### config.mk
export PLATFORM = sky130hd
export DESIGN_NAME = ex_operand_stage_flat
export DESIGN_NICKNAME = d
export VERILOG_FILES = /design/src/rtl/ex_operand_stage_if.sv /design/src/rtl/ex_operand_stage.sv /design/src/flat_wrapper.sv
export SDC_FILE = /design/constraint.sdc
export NUM_CORES = 1
export LEC_CHECK = 0
export BUFFER_PORTS_ARGS = -buffer_cell sky130_fd_sc_hd__buf_2
export CAP_MARGIN = 20
export CORE_MARGIN = 8
export CORE_UTILIZATION = 48
export DETAILED_ROUTE_END_ITERATION = 10
export PLACE_DENSITY_LB_ADDON = 0.05
export SKIP_CTS_REPAIR_TIMING = 1
export SYNTH_ARGS = -nofsm -noshare
export SYNTH_HDL_FRONTEND = slang
export SYNTH_SLANG_ARGS = --single-unit
export TNS_END_PERCENT = 1
### constraint.sdc
create_clock -name clk -period 2 [get_ports clk]
set_input_delay 0.1 -clock clk [delete_from_list [all_inputs] [get_ports clk]]
set_output_delay 0.1 -clock clk [all_outputs]
set_load 0.01 [all_outputs]
### src/rtl/ex_operand_stage_if.sv
// ex_operand_stage_if: decode, forwarding, control and ALU-side signals of the EX operand stage
interface ex_operand_stage_if;
    logic        id_valid;
    logic [4:0]  id_alu_op;
    logic [4:0]  id_rs_addr;
    logic [4:0]  id_rt_addr;
    logic [31:0] id_rs_data;
    logic [31:0] id_rt_data;
    logic [31:0] id_imm;
    logic [4:0]  id_shamt;
    logic        id_use_imm;
    logic        id_use_shamt;
    logic [4:0]  id_rd_addr;
    logic        id_reg_write;
    logic        id_mem_read;
    logic        id_mem_write;
    logic        exmem_reg_write;
    logic        exmem_mem_read;
    logic [4:0]  exmem_rd_addr;
    logic [31:0] exmem_result;
    logic        memwb_reg_write;
    logic [4:0]  memwb_rd_addr;
    logic [31:0] memwb_result;
    logic        flush;
    logic        hold;
    logic [4:0]  alu_op;
    logic [31:0] alu_a;
    logic [31:0] alu_b;
    logic        ex_valid;
    logic [4:0]  ex_rd_addr;
    logic        ex_reg_write;
    logic        ex_mem_read;
    logic        ex_mem_write;
    logic [31:0] ex_store_data;
    logic        id_stall;

    modport master (
        output id_valid, id_alu_op, id_rs_addr, id_rt_addr, id_rs_data, id_rt_data,
               id_imm, id_shamt, id_use_imm, id_use_shamt, id_rd_addr,
               id_reg_write, id_mem_read, id_mem_write,
               exmem_reg_write, exmem_mem_read, exmem_rd_addr, exmem_result,
               memwb_reg_write, memwb_rd_addr, memwb_result, flush, hold,
        input  alu_op, alu_a, alu_b, ex_valid, ex_rd_addr, ex_reg_write,
               ex_mem_read, ex_mem_write, ex_store_data, id_stall
    );

    modport slave (
        input  id_valid, id_alu_op, id_rs_addr, id_rt_addr, id_rs_data, id_rt_data,
               id_imm, id_shamt, id_use_imm, id_use_shamt, id_rd_addr,
               id_reg_write, id_mem_read, id_mem_write,
               exmem_reg_write, exmem_mem_read, exmem_rd_addr, exmem_result,
               memwb_reg_write, memwb_rd_addr, memwb_result, flush, hold,
        output alu_op, alu_a, alu_b, ex_valid, ex_rd_addr, ex_reg_write,
               ex_mem_read, ex_mem_write, ex_store_data, id_stall
    );
endinterface

### src/rtl/ex_operand_stage.sv
// ex_operand_stage: ID/EX register with capture bypass, EX forwarding, operand select and load-use stall
module ex_operand_stage (
    input logic clk,
    input logic rst_n,
    ex_operand_stage_if.slave bus
);
    typedef struct packed {
        logic        valid;
        logic [4:0]  op;
        logic [4:0]  rsAddr;
        logic [4:0]  rtAddr;
        logic [31:0] rsData;
        logic [31:0] rtData;
        logic [31:0] imm;
        logic [4:0]  shamt;
        logic        useImm;
        logic        useShamt;
        logic [4:0]  rd;
        logic        regWrite;
        logic        memRead;
        logic        memWrite;
    } exState_t;

    exState_t cur, nxt, capture;
    logic memwbCapRs, memwbCapRt, exmemRs, exmemRt, memwbRs, memwbRt, loadUse;
    logic [31:0] fwdRs, fwdRt;

    assign memwbCapRs = bus.memwb_reg_write && bus.memwb_rd_addr != 5'd0 && bus.memwb_rd_addr == bus.id_rs_addr;
    assign memwbCapRt = bus.memwb_reg_write && bus.memwb_rd_addr != 5'd0 && bus.memwb_rd_addr == bus.id_rt_addr;
    assign exmemRs = bus.exmem_reg_write && bus.exmem_rd_addr != 5'd0 && bus.exmem_rd_addr == cur.rsAddr;
    assign exmemRt = bus.exmem_reg_write && bus.exmem_rd_addr != 5'd0 && bus.exmem_rd_addr == cur.rtAddr;
    assign memwbRs = bus.memwb_reg_write && bus.memwb_rd_addr != 5'd0 && bus.memwb_rd_addr == cur.rsAddr;
    assign memwbRt = bus.memwb_reg_write && bus.memwb_rd_addr != 5'd0 && bus.memwb_rd_addr == cur.rtAddr;
    assign fwdRs = exmemRs ? bus.exmem_result : memwbRs ? bus.memwb_result : cur.rsData;
    assign fwdRt = exmemRt ? bus.exmem_result : memwbRt ? bus.memwb_result : cur.rtData;
    assign loadUse = cur.valid && cur.memRead && cur.rd != 5'd0 && bus.id_valid &&
                     (cur.rd == bus.id_rs_addr || cur.rd == bus.id_rt_addr);

    assign bus.id_stall      = loadUse && !bus.flush;
    assign bus.alu_op        = cur.op;
    assign bus.alu_a         = cur.useShamt ? {27'b0, cur.shamt} : fwdRs;
    assign bus.alu_b         = cur.useImm ? cur.imm : fwdRt;
    assign bus.ex_store_data = fwdRt;
    assign bus.ex_valid      = cur.valid;
    assign bus.ex_rd_addr    = cur.rd;
    assign bus.ex_reg_write  = cur.regWrite;
    assign bus.ex_mem_read   = cur.memRead;
    assign bus.ex_mem_write  = cur.memWrite;

    // decode slot as it would be latched, with write-back data bypassing the register file
    always_comb begin
        capture.valid    = bus.id_valid;
        capture.op       = bus.id_alu_op;
        capture.rsAddr   = bus.id_rs_addr;
        capture.rtAddr   = bus.id_rt_addr;
        capture.rsData   = memwbCapRs ? bus.memwb_result : bus.id_rs_data;
        capture.rtData   = memwbCapRt ? bus.memwb_result : bus.id_rt_data;
        capture.imm      = bus.id_imm;
        capture.shamt    = bus.id_shamt;
        capture.useImm   = bus.id_use_imm;
        capture.useShamt = bus.id_use_shamt;
        capture.rd       = bus.id_rd_addr;
        capture.regWrite = bus.id_reg_write;
        capture.memRead  = bus.id_mem_read;
        capture.memWrite = bus.id_mem_write;
    end

    // hold freezes everything; flush or a load-use stall inserts a bubble
    always_comb begin
        nxt = bus.hold ? cur : (bus.flush || loadUse) ? '0 : capture;
    end

    // pipeline register, bubble on reset
    always_ff @(posedge clk) begin
        if (!rst_n) cur <= '0;
        else cur <= nxt;
    end
endmodule
### src/flat_wrapper.sv
// flat-port wrapper written by rule: the top's interface ports become plain ports
module ex_operand_stage_flat 
  (clk, rst_n, bus_id_valid, bus_id_alu_op, bus_id_rs_addr, bus_id_rt_addr, bus_id_rs_data, bus_id_rt_data, bus_id_imm, bus_id_shamt, bus_id_use_imm, bus_id_use_shamt, bus_id_rd_addr, bus_id_reg_write, bus_id_mem_read, bus_id_mem_write, bus_exmem_reg_write, bus_exmem_mem_read, bus_exmem_rd_addr, bus_exmem_result, bus_memwb_reg_write, bus_memwb_rd_addr, bus_memwb_result, bus_flush, bus_hold, bus_alu_op, bus_alu_a, bus_alu_b, bus_ex_valid, bus_ex_rd_addr, bus_ex_reg_write, bus_ex_mem_read, bus_ex_mem_write, bus_ex_store_data, bus_id_stall);
  ex_operand_stage_if bus_i ();
  input logic clk;
  input logic rst_n;
  input wire logic [$bits(bus_i.id_valid)-1:0] bus_id_valid;
  input wire logic [$bits(bus_i.id_alu_op)-1:0] bus_id_alu_op;
  input wire logic [$bits(bus_i.id_rs_addr)-1:0] bus_id_rs_addr;
  input wire logic [$bits(bus_i.id_rt_addr)-1:0] bus_id_rt_addr;
  input wire logic [$bits(bus_i.id_rs_data)-1:0] bus_id_rs_data;
  input wire logic [$bits(bus_i.id_rt_data)-1:0] bus_id_rt_data;
  input wire logic [$bits(bus_i.id_imm)-1:0] bus_id_imm;
  input wire logic [$bits(bus_i.id_shamt)-1:0] bus_id_shamt;
  input wire logic [$bits(bus_i.id_use_imm)-1:0] bus_id_use_imm;
  input wire logic [$bits(bus_i.id_use_shamt)-1:0] bus_id_use_shamt;
  input wire logic [$bits(bus_i.id_rd_addr)-1:0] bus_id_rd_addr;
  input wire logic [$bits(bus_i.id_reg_write)-1:0] bus_id_reg_write;
  input wire logic [$bits(bus_i.id_mem_read)-1:0] bus_id_mem_read;
  input wire logic [$bits(bus_i.id_mem_write)-1:0] bus_id_mem_write;
  input wire logic [$bits(bus_i.exmem_reg_write)-1:0] bus_exmem_reg_write;
  input wire logic [$bits(bus_i.exmem_mem_read)-1:0] bus_exmem_mem_read;
  input wire logic [$bits(bus_i.exmem_rd_addr)-1:0] bus_exmem_rd_addr;
  input wire logic [$bits(bus_i.exmem_result)-1:0] bus_exmem_result;
  input wire logic [$bits(bus_i.memwb_reg_write)-1:0] bus_memwb_reg_write;
  input wire logic [$bits(bus_i.memwb_rd_addr)-1:0] bus_memwb_rd_addr;
  input wire logic [$bits(bus_i.memwb_result)-1:0] bus_memwb_result;
  input wire logic [$bits(bus_i.flush)-1:0] bus_flush;
  input wire logic [$bits(bus_i.hold)-1:0] bus_hold;
  output wire logic [$bits(bus_i.alu_op)-1:0] bus_alu_op;
  output wire logic [$bits(bus_i.alu_a)-1:0] bus_alu_a;
  output wire logic [$bits(bus_i.alu_b)-1:0] bus_alu_b;
  output wire logic [$bits(bus_i.ex_valid)-1:0] bus_ex_valid;
  output wire logic [$bits(bus_i.ex_rd_addr)-1:0] bus_ex_rd_addr;
  output wire logic [$bits(bus_i.ex_reg_write)-1:0] bus_ex_reg_write;
  output wire logic [$bits(bus_i.ex_mem_read)-1:0] bus_ex_mem_read;
  output wire logic [$bits(bus_i.ex_mem_write)-1:0] bus_ex_mem_write;
  output wire logic [$bits(bus_i.ex_store_data)-1:0] bus_ex_store_data;
  output wire logic [$bits(bus_i.id_stall)-1:0] bus_id_stall;
  assign bus_i.id_valid = bus_id_valid;
  assign bus_i.id_alu_op = bus_id_alu_op;
  assign bus_i.id_rs_addr = bus_id_rs_addr;
  assign bus_i.id_rt_addr = bus_id_rt_addr;
  assign bus_i.id_rs_data = bus_id_rs_data;
  assign bus_i.id_rt_data = bus_id_rt_data;
  assign bus_i.id_imm = bus_id_imm;
  assign bus_i.id_shamt = bus_id_shamt;
  assign bus_i.id_use_imm = bus_id_use_imm;
  assign bus_i.id_use_shamt = bus_id_use_shamt;
  assign bus_i.id_rd_addr = bus_id_rd_addr;
  assign bus_i.id_reg_write = bus_id_reg_write;
  assign bus_i.id_mem_read = bus_id_mem_read;
  assign bus_i.id_mem_write = bus_id_mem_write;
  assign bus_i.exmem_reg_write = bus_exmem_reg_write;
  assign bus_i.exmem_mem_read = bus_exmem_mem_read;
  assign bus_i.exmem_rd_addr = bus_exmem_rd_addr;
  assign bus_i.exmem_result = bus_exmem_result;
  assign bus_i.memwb_reg_write = bus_memwb_reg_write;
  assign bus_i.memwb_rd_addr = bus_memwb_rd_addr;
  assign bus_i.memwb_result = bus_memwb_result;
  assign bus_i.flush = bus_flush;
  assign bus_i.hold = bus_hold;
  assign bus_alu_op = bus_i.alu_op;
  assign bus_alu_a = bus_i.alu_a;
  assign bus_alu_b = bus_i.alu_b;
  assign bus_ex_valid = bus_i.ex_valid;
  assign bus_ex_rd_addr = bus_i.ex_rd_addr;
  assign bus_ex_reg_write = bus_i.ex_reg_write;
  assign bus_ex_mem_read = bus_i.ex_mem_read;
  assign bus_ex_mem_write = bus_i.ex_mem_write;
  assign bus_ex_store_data = bus_i.ex_store_data;
  assign bus_id_stall = bus_i.id_stall;
  ex_operand_stage u_core (.clk(clk), .rst_n(rst_n), .bus(bus_i));
endmodule
; Yosys cells after proc, flatten, opt, wreduce, memory -nomap -nowiden
; Index checks and enable logic that the tools add are counted.
[classes]
n_eq_ne = 8
n_mux = 9
reduce_logical = 19
[ops]
columns = cell, count
row1 = $mux W32, 8
row2 = $mux W127, 1
row3 = $eq A5 B5 Y1, 8
row4 = $reduce_bool A5 Y1, 3
row5 = $logic_and A1 B1 Y1, 13
row6 = $logic_or A1 B1 Y1, 2
row7 = $logic_not A1 Y1, 1
[totals]
register_bits = 127
in_bits = 208
output_inout_bits = 111
word_cells = 50

; Logic depth before layout (Yosys ltp)
; Gate-level depths: netlist of run 1.
[logic_depth]
depth_word = 6
mapped_depth = 8

; Worst setup path after synthesis of run 1
; No wires, ideal clock.
[synth_path]
kind = input port to output port
startpoint = in bus_memwb_rd_addr[0]
endpoint = out bus_alu_a[11]
t_arrival_ns = 1.866
required_ns = 1.900
path_slack_ns = 0.034
path_stages = 8
cell_sequence = buf_2 -> or4_4 -> o21a_1 -> and3_1 -> buf_6 -> buf_6 -> mux2i_1 -> a211oi_1
[synth_via]
elab_chain_len = 6
word_cells_on_any_way = 7
[synth_lines]
columns = element, line_no
row1 = start: declaration, flat_wrapper.sv:26  ; input wire logic [$bits(bus_i.memwb_rd_addr)-1:0] bus_memwb_rd_addr;
row2 = $reduce_bool A5 Y1, ex_operand_stage.sv:32  ; assign memwbRs = bus.memwb_reg_write && bus.memwb_rd_addr != 5'd0 && bus.memwb_rd_addr == cur.rsAddr;
row3 = $logic_and A1 B1 Y1, ex_operand_stage.sv:32
row4 = $logic_and A1 B1 Y1 *, ex_operand_stage.sv:32
row5 = $mux W32 * (2 in a row), ex_operand_stage.sv:34  ; assign fwdRs = exmemRs ? bus.exmem_result : memwbRs ? bus.memwb_result : cur.rsData;
row6 = $mux W32 *, ex_operand_stage.sv:41  ; assign bus.alu_a = cur.useShamt ? {27'b0, cur.shamt} : fwdRs;
row7 = end: declaration, flat_wrapper.sv:31  ; output wire logic [$bits(bus_i.alu_a)-1:0] bus_alu_a;
; Mark *: on every way between the ends. The rest lies on a longest branch, timed or not.

; Worst setup path after layout of run 1
[layout_path]
startpoint = reg u_core.cur[116] in the netlist's numbering
endpoint = out bus_alu_a[2]
[layout_via]
elab_chain_len = 5
word_cells_on_any_way = 7
[layout_lines]
columns = element, line_no
row1 = start: declaration, ex_operand_stage.sv:24  ; exState_t cur, nxt, capture;
row2 = start signal: assignment, ex_operand_stage.sv:76  ; else cur <= nxt;
row3 = $eq A5 B5 Y1, ex_operand_stage.sv:32
row4 = $logic_and A1 B1 Y1, ex_operand_stage.sv:32
row5 = $mux W32, ex_operand_stage.sv:34
row6 = $mux W32 *, ex_operand_stage.sv:34
row7 = $mux W32 *, ex_operand_stage.sv:41
; Marked as above.

==> results of run 1 <==
## worst paths after layout
path              depth (start not counted)  slack (ns)                   end
hold / removal                            3       -0.03        u_core.cur[43]
setup / recovery                          8       -0.41          bus_alu_a[2]
hold reg to reg                           2        0.48  u_core.bus.alu_op[1]
setup reg to reg                          7        0.12        u_core.cur[76]
## registers in the layout (all words and copies together) (netlist names)
| name | count |
|---|---|
| u_core.bus.ex_valid | 1 |
| u_core.bus.ex_reg_write | 1 |
| u_core.bus.alu_op | 5 |
| u_core.bus.ex_mem_read | 1 |
| u_core.bus.ex_rd_addr | 5 |
| u_core.bus.ex_mem_write | 1 |
| u_core.cur | 113 |
## placed cells by master (no fill, tap or decap), types with 5 or more instances in the layout
cell,count
buf_2,314
nand3_1,130
dfxtp_1,119
mux2i_1,88
o31ai_1,78
nand3b_1,63
o21ai_0,63
buf_4,54
dlygate4sd3_1,50
nor2_1,34
nand4_1,32
mux2_2,32
a31oi_2,31
buf_12,22
o31ai_2,21
clkbuf_16,18
nor4_1,17
xor2_1,17
a211oi_2,17
xnor2_1,16
nor4_2,15
a211oi_1,15
buf_6,13
nand2_1,8
dfxtp_2,7
xnor2_2,6
a31oi_1,6
inv_1,5
clkbuf_8,5
## final cells by class
cell class	instances	area share
Multi-Input combinational cell	719	0.465
Timing Repair Buffer	456	0.254
Sequential cell	127	0.208
Clock buffer	23	0.0406
Tap cell	225	0.0229
Clock inverter	6	0.00673
Inverter	5	0.00153
Antenna cell	3	0.000612
## power by group through the flow
stage               clock network, mW  registers [mW]  logic (mW)
floorplan                           0            2.73       0.818
global placement                    0            2.75        1.51
detailed placement                  0            2.75        1.52
CTS                              3.14            2.70        1.53
global route                     3.24            2.72        1.83
finish                           3.11            2.71        1.72
## Yosys cell counts
cell       number
a211oi_1       32
a22oi_1         1
a31oi_1         7
a31oi_2        30
and2_1          1
and3_1          2
buf_1           4
buf_2          18
buf_4          14
buf_6          13
clkbuf_1       87
dfxtp_1       127
inv_1           5
mux2_2         32
mux2i_1        91
nand2_1         8
nand2b_1        1
nand3_1       132
nand3b_1       63
nand4_1        32
nor2_1         34
nor3_1          4
nor4_1         32
nor4_4          3
o2111ai_1       1
o21a_1          1
o21ai_0        63
o21ai_4         2
o21bai_2        1
o31ai_1       101
or3_1           2
or4_1           1
or4_4           2
xnor2_1        22
xor2_1         18
## per-stage QoR
step / cells / utilization / setup slack, ns / cell area [um2]
floorplan: 987 / - / 0.0342 / 8510
global placement: 1470 / 0.612 / -0.102 / 10600
detailed placement: 1470 / 0.612 / -0.119 / 10600
CTS: 1499 / 0.645 / -0.480 / 11200
global route: 1563 / 0.709 / -0.468 / 12300
finish: 1564 / 0.709 / -0.413 / 12300
## per-layer routing
metal / track usage / share of wire / vias to the layer above
li1: - / - / 4420
met1: 0.361 / 0.41 / 4544
met2: 0.463 / 0.49 / 525
met3: 0.0677 / 0.090 / 49
met4: 0.0828 / 0.017 / 0
met5: 0 / 0 / -
## worst max-delay path: stages, from the launching register on
cell      delay (ns)
dfxtp_4         0.37
xor2_4          0.16
nor4_4          0.29
and3_4          0.30
buf_12          0.15
buf_8           0.11
a211oi_2        0.07
o31ai_2         0.25
buf_2           0.19
## cell families (layout without fill, tap and decap cells)
logic type                after synthesis  after routing  share of synthesized area
muxes                                 123            123                      0.149
xor gates and xnor gates               40             40                     0.0412
and+or+nand+nor                       317            317                      0.217
buffers and inverters                 141            490                     0.0825
other                                   0              3                          0
DFF                                   127            127                      0.299
AOI/OAI and AO/OA                     239            239                      0.212
==> impl_metrics.yaml, run 1 <==
drt:
  avgViaCountPerCell: 6.10
  routed_wl_um: 34100
  drc_errors: 0
  drtIter0Drc: 782
  drt_first_pass_iters: 5
  postRouteAntennaNets: 0
  vias: 9538
  wire_per_inst_um: 21.8
finish:
  drive_gt1_frac: 0.439
  fin_nets: 1534
  n_fill_cell: 1405
  syn_to_final_growth_pct: 44.2
  multi_input_area_mm2: 0.00571
  seq_area_mm2: 0.00255
worst_setup_path:
  crit_type: "reg2out"
  cp_max_fo: 7
  worst_ep_required_time_ns: 1.90
  r2r_start: "u_core.bus.ex_rd_addr[1]"
  arrival_ns: 2.31
  setup.worst_path.start: "u_core.cur[116]"
  worst_setup_path_end_kind: "output pin"
  startpoint_type: "register"
power_and_ir_drop:
  power.internal_mw: 5.37
  p_sw_mw: 2.17
  swShare: 0.288
  ir_worst_vdd_uv: 638
  p_comb_frac: 0.228
  power_density_mw_per_mm2: 614
  power_mw: 7.54
  p_leak_nw: 4.77
  power_frac_clock: 0.413
  seq_power_share: 0.359
yosys:
  synth-seq-area-share: 0.299
  synth_nets: 1195
  netlist_instances: 987
  synth_warnings: 0
  synth_seq_cells: 127
  synth_area_per_cell_um2: 8.62
  synth.distinct_cells: 35
  synth_top_cell_by_area: "dfxtp_1"
  synth.top_cell.area_share: 0.299
  synthTopCellsByArea: "dfxtp_1, mux2i_1, o31ai_1"
  netlist_area_mm2: 0.00851
global_route:
  grt_pass1_vias: 8810
  antenna_found_initial: 2
  grtUsageTotal: 0.283
  grt_max_degree: 191
  grt_pass1_wl_um: 50200
  overflow: 0
clock_tree:
  cts_sinks: 127
  cts-root-buf: "clkbuf_16"
  clk_latency_ns: 0.42
  cts.htree.levels: 4
  cts_buffer_depth: 2
  clk_pin_slew_ns: 0.06
  cts_made_buffers: 17
  cts_tree: "done"
timing:
  setup_tns_ns: -25.49
  rsz0062_at_grt: "yes"
  fin_crit_sh: 1.21
  slew_violations: 0
  fin_ws_ns: -0.413
  hold_viol: 7
  fmax_mhz: 414
  fin_crit_ns: 2.41
  tightest_slew_ns: 0.808
  worst_hold_slack_ns: -0.0326
  relSlewSlack: 0.461
  setup_viol: 96
  fin_worst_skew_ns: 0.00818
status:
  violations: "hold timing, setup timing"
  status: "complete, but fails checks"
placement:
  hpwl_um: 23300
  place_congestion: 0.855
  portBuffers: 317
floorplanning:
  die_width_um: 149
  initial_core_util: 0.492
  core_mm2: 0.0173
  dieArea_mm2: 0.0222
  fp-row-count: 48
  io_pins: 319
  fp.dieH_um: 149
min_path:
  hold_class: "in2reg"
  hp-start: "bus_id_imm[28]"
flow_run:
  drv_cap: 0
Power figures use the tool's default switching activity.
==> run 2: changes to the inputs <==
Settings changed: CORE_MARGIN 8 to 2.
==> impl_metrics.yaml, run 2 (synthesis results as in run 1) <==
timing:
  fin_worst_skew_ns: 0.00991
  setup_tns_ns: -25.38
  fin_crit_ns: 2.44
  fin_ws_ns: -0.437
  worst_hold_slack_ns: -0.0429
  hold_viol: 7
  setup_viol: 96
  rsz0062_at_grt: "yes"
  slew_violations: 0
  tightest_slew_ns: 0.671
  fin_crit_sh: 1.22
  relSlewSlack: 0.549
  fmax_mhz: 410
drt:
  wire_per_inst_um: 20.5
  drt_first_pass_iters: 7
  routed_wl_um: 31900
  drtIter0Drc: 620
  postRouteAntennaNets: 0
  avgViaCountPerCell: 6.04
  drc_errors: 0
  vias: 9386
worst_setup_path:
  crit_type: "reg2out"
  r2r_start: "u_core.bus.ex_rd_addr[1]"
  cp_max_fo: 6
  arrival_ns: 2.34
  cp_cell_sequence: "xor2_4 > nor4_4 > and3_4 > buf_12 > buf_4 > mux2i_1 > a211oi_1 > buf_2"
  worst-r2r-setup-slack_ns: 0.07
  slowest_stage: "dfxtp_4"
  worst_setup_path_end_kind: "output pin"
  cp_slowest_stage_delay_ns: 0.37
  r2r_end: "u_core.cur[72]"
  r2r_cells: 5
  startpoint_type: "register"
  worst_ep_required_time_ns: 1.90
placement:
  placed_area_mm2: 0.0106
  place_congestion: 0.863
  hpwl_um: 21000
  portBuffers: 317
  place_inst: 1467
power_and_ir_drop:
  power_mw: 7.37
  p_leak_nw: 4.70
  power_density_mw_per_mm2: 605
  p_sw_mw: 2.19
  power.internal_mw: 5.18
  seq_power_share: 0.367
  ir_worst_vdd_uv: 622
  power_frac_clock: 0.403
  swShare: 0.297
  p_comb_frac: 0.230
finish:
  n_fill_cell: 1411
  fin_cells: 1555
  fin_area_mm2: 0.0122
  fin_nets: 1524
  final_common_cell: "buf_2"
  regMostFlops: "u_core.cur"
  layout_common_cells: "buf_2, nand3_1, dfxtp_1"
  drive_gt1_frac: 0.432
  fin_util: 0.704
  syn_to_final_growth_pct: 43.2
  largest_register_ffs: 113
clock_tree:
  cts_buffer_depth: 2
  clk_latency_ns: 0.42
  cts.htree.levels: 4
  cts_made_buffers: 17
  cts_tree: "done"
  clk_pin_slew_ns: 0.06
  cts_sinks: 127
  cts-root-buf: "clkbuf_16"
global_route:
  grt_pass1_wl_um: 45200
  grt_pass1_vias: 8260
  grt_max_degree: 111
  grtUsageTotal: 0.310
  overflow: 0
  antenna_found_initial: 0
floorplanning:
  dieArea_mm2: 0.0188
  fp.dieH_um: 137
  initial_core_util: 0.492
  die_width_um: 137
  fp-row-count: 48
  io_pins: 319
  core_mm2: 0.0173
min_path:
  hold_class: "in2reg"
  worstHoldEndpoint: "u_core.cur[45]"
  hp-start: "bus_id_imm[30]"
  whs_path_depth: 3
status:
  status: "complete, but fails checks"
  violations: "hold timing, setup timing"
flow_run:
  drv_cap: 0
[run 2: cell types whose count changed in the layout (fill, tap and decap cells not counted), moves of 4 or more]
cell / previous run / this run
buf_4: 54 / 49
nor4_1: 17 / 24
a211oi_2: 17 / 13
clkinvlp_4: 1 / 5
nor4_2: 15 / 8
a211oi_1: 15 / 19
buf_12: 22 / 26
buf_6: 13 / 6
[run 2: critical path, delay by kind of cell, from the launching register on]
kind	cells	cell delay, ns
AND/OR/NAND/NOR	2	0.64
XOR/XNOR	1	0.16
multiplexers	1	0.06
flip-flops	1	0.37
buffers and inverters	3	0.46
AO/OA/AOI/OAI	1	0.22
[run 2: final cells by class]
class                           count  area (um2)  share of cell area
Timing Repair Buffer              446        3080               0.253
Antenna cell                        1        2.50            0.000205
Inverter                            5        18.8             0.00154
Clock buffer                       22         474              0.0389
Multi-Input combinational cell    719        5680               0.466
Clock inverter                     10        87.6             0.00719
Tap cell                          225         282              0.0231
Sequential cell                   127        2550               0.210
[run 2: layer usage]
metal  vias up  wire length (um)  track usage
met1      4479             13200        0.408
met3        61              2320       0.0459
met4         0               875        0.115
met2       430             15400        0.512
met5         -                 0            0
li1       4416                 -            -
[run 2: power groups by stage]
stage / logic (mW) / clock network (mW) / registers [mW]
4_1_cts: 1.51 / 3.00 / 2.70
2_1_floorplan: 0.818 / 0 / 2.73
3_5_place_dp: 1.51 / 0 / 2.75
3_3_place_gp: 1.50 / 0 / 2.75
6_report: 1.70 / 2.97 / 2.71
5_1_grt: 1.81 / 3.12 / 2.71
[run 2: metrics by stage]
step	hold WS (ns)	setup slack [ns]
CTS	-0.0625	-0.518
detailed placement	0.379	-0.140
global placement	0.367	-0.129
floorplan	0.254	0.0342
finish	-0.0429	-0.437
global route	0.00625	-0.559
[run 2: worst max-delay path by stage]
stage	startpoint	cells after the start	to
3_5_place_dp	bus_memwb_rd_addr[4]	8	bus_alu_a[18]
2_1_floorplan	bus_memwb_rd_addr[0]	8	bus_alu_a[11]
4_1_cts	u_core.cur[120]	7	bus_alu_a[18]
5_1_grt	u_core.cur[116]	8	bus_alu_a[22]
6_report	u_core.cur[116]	8	bus_alu_a[26]
3_3_place_gp	bus_memwb_rd_addr[4]	8	bus_alu_a[18]
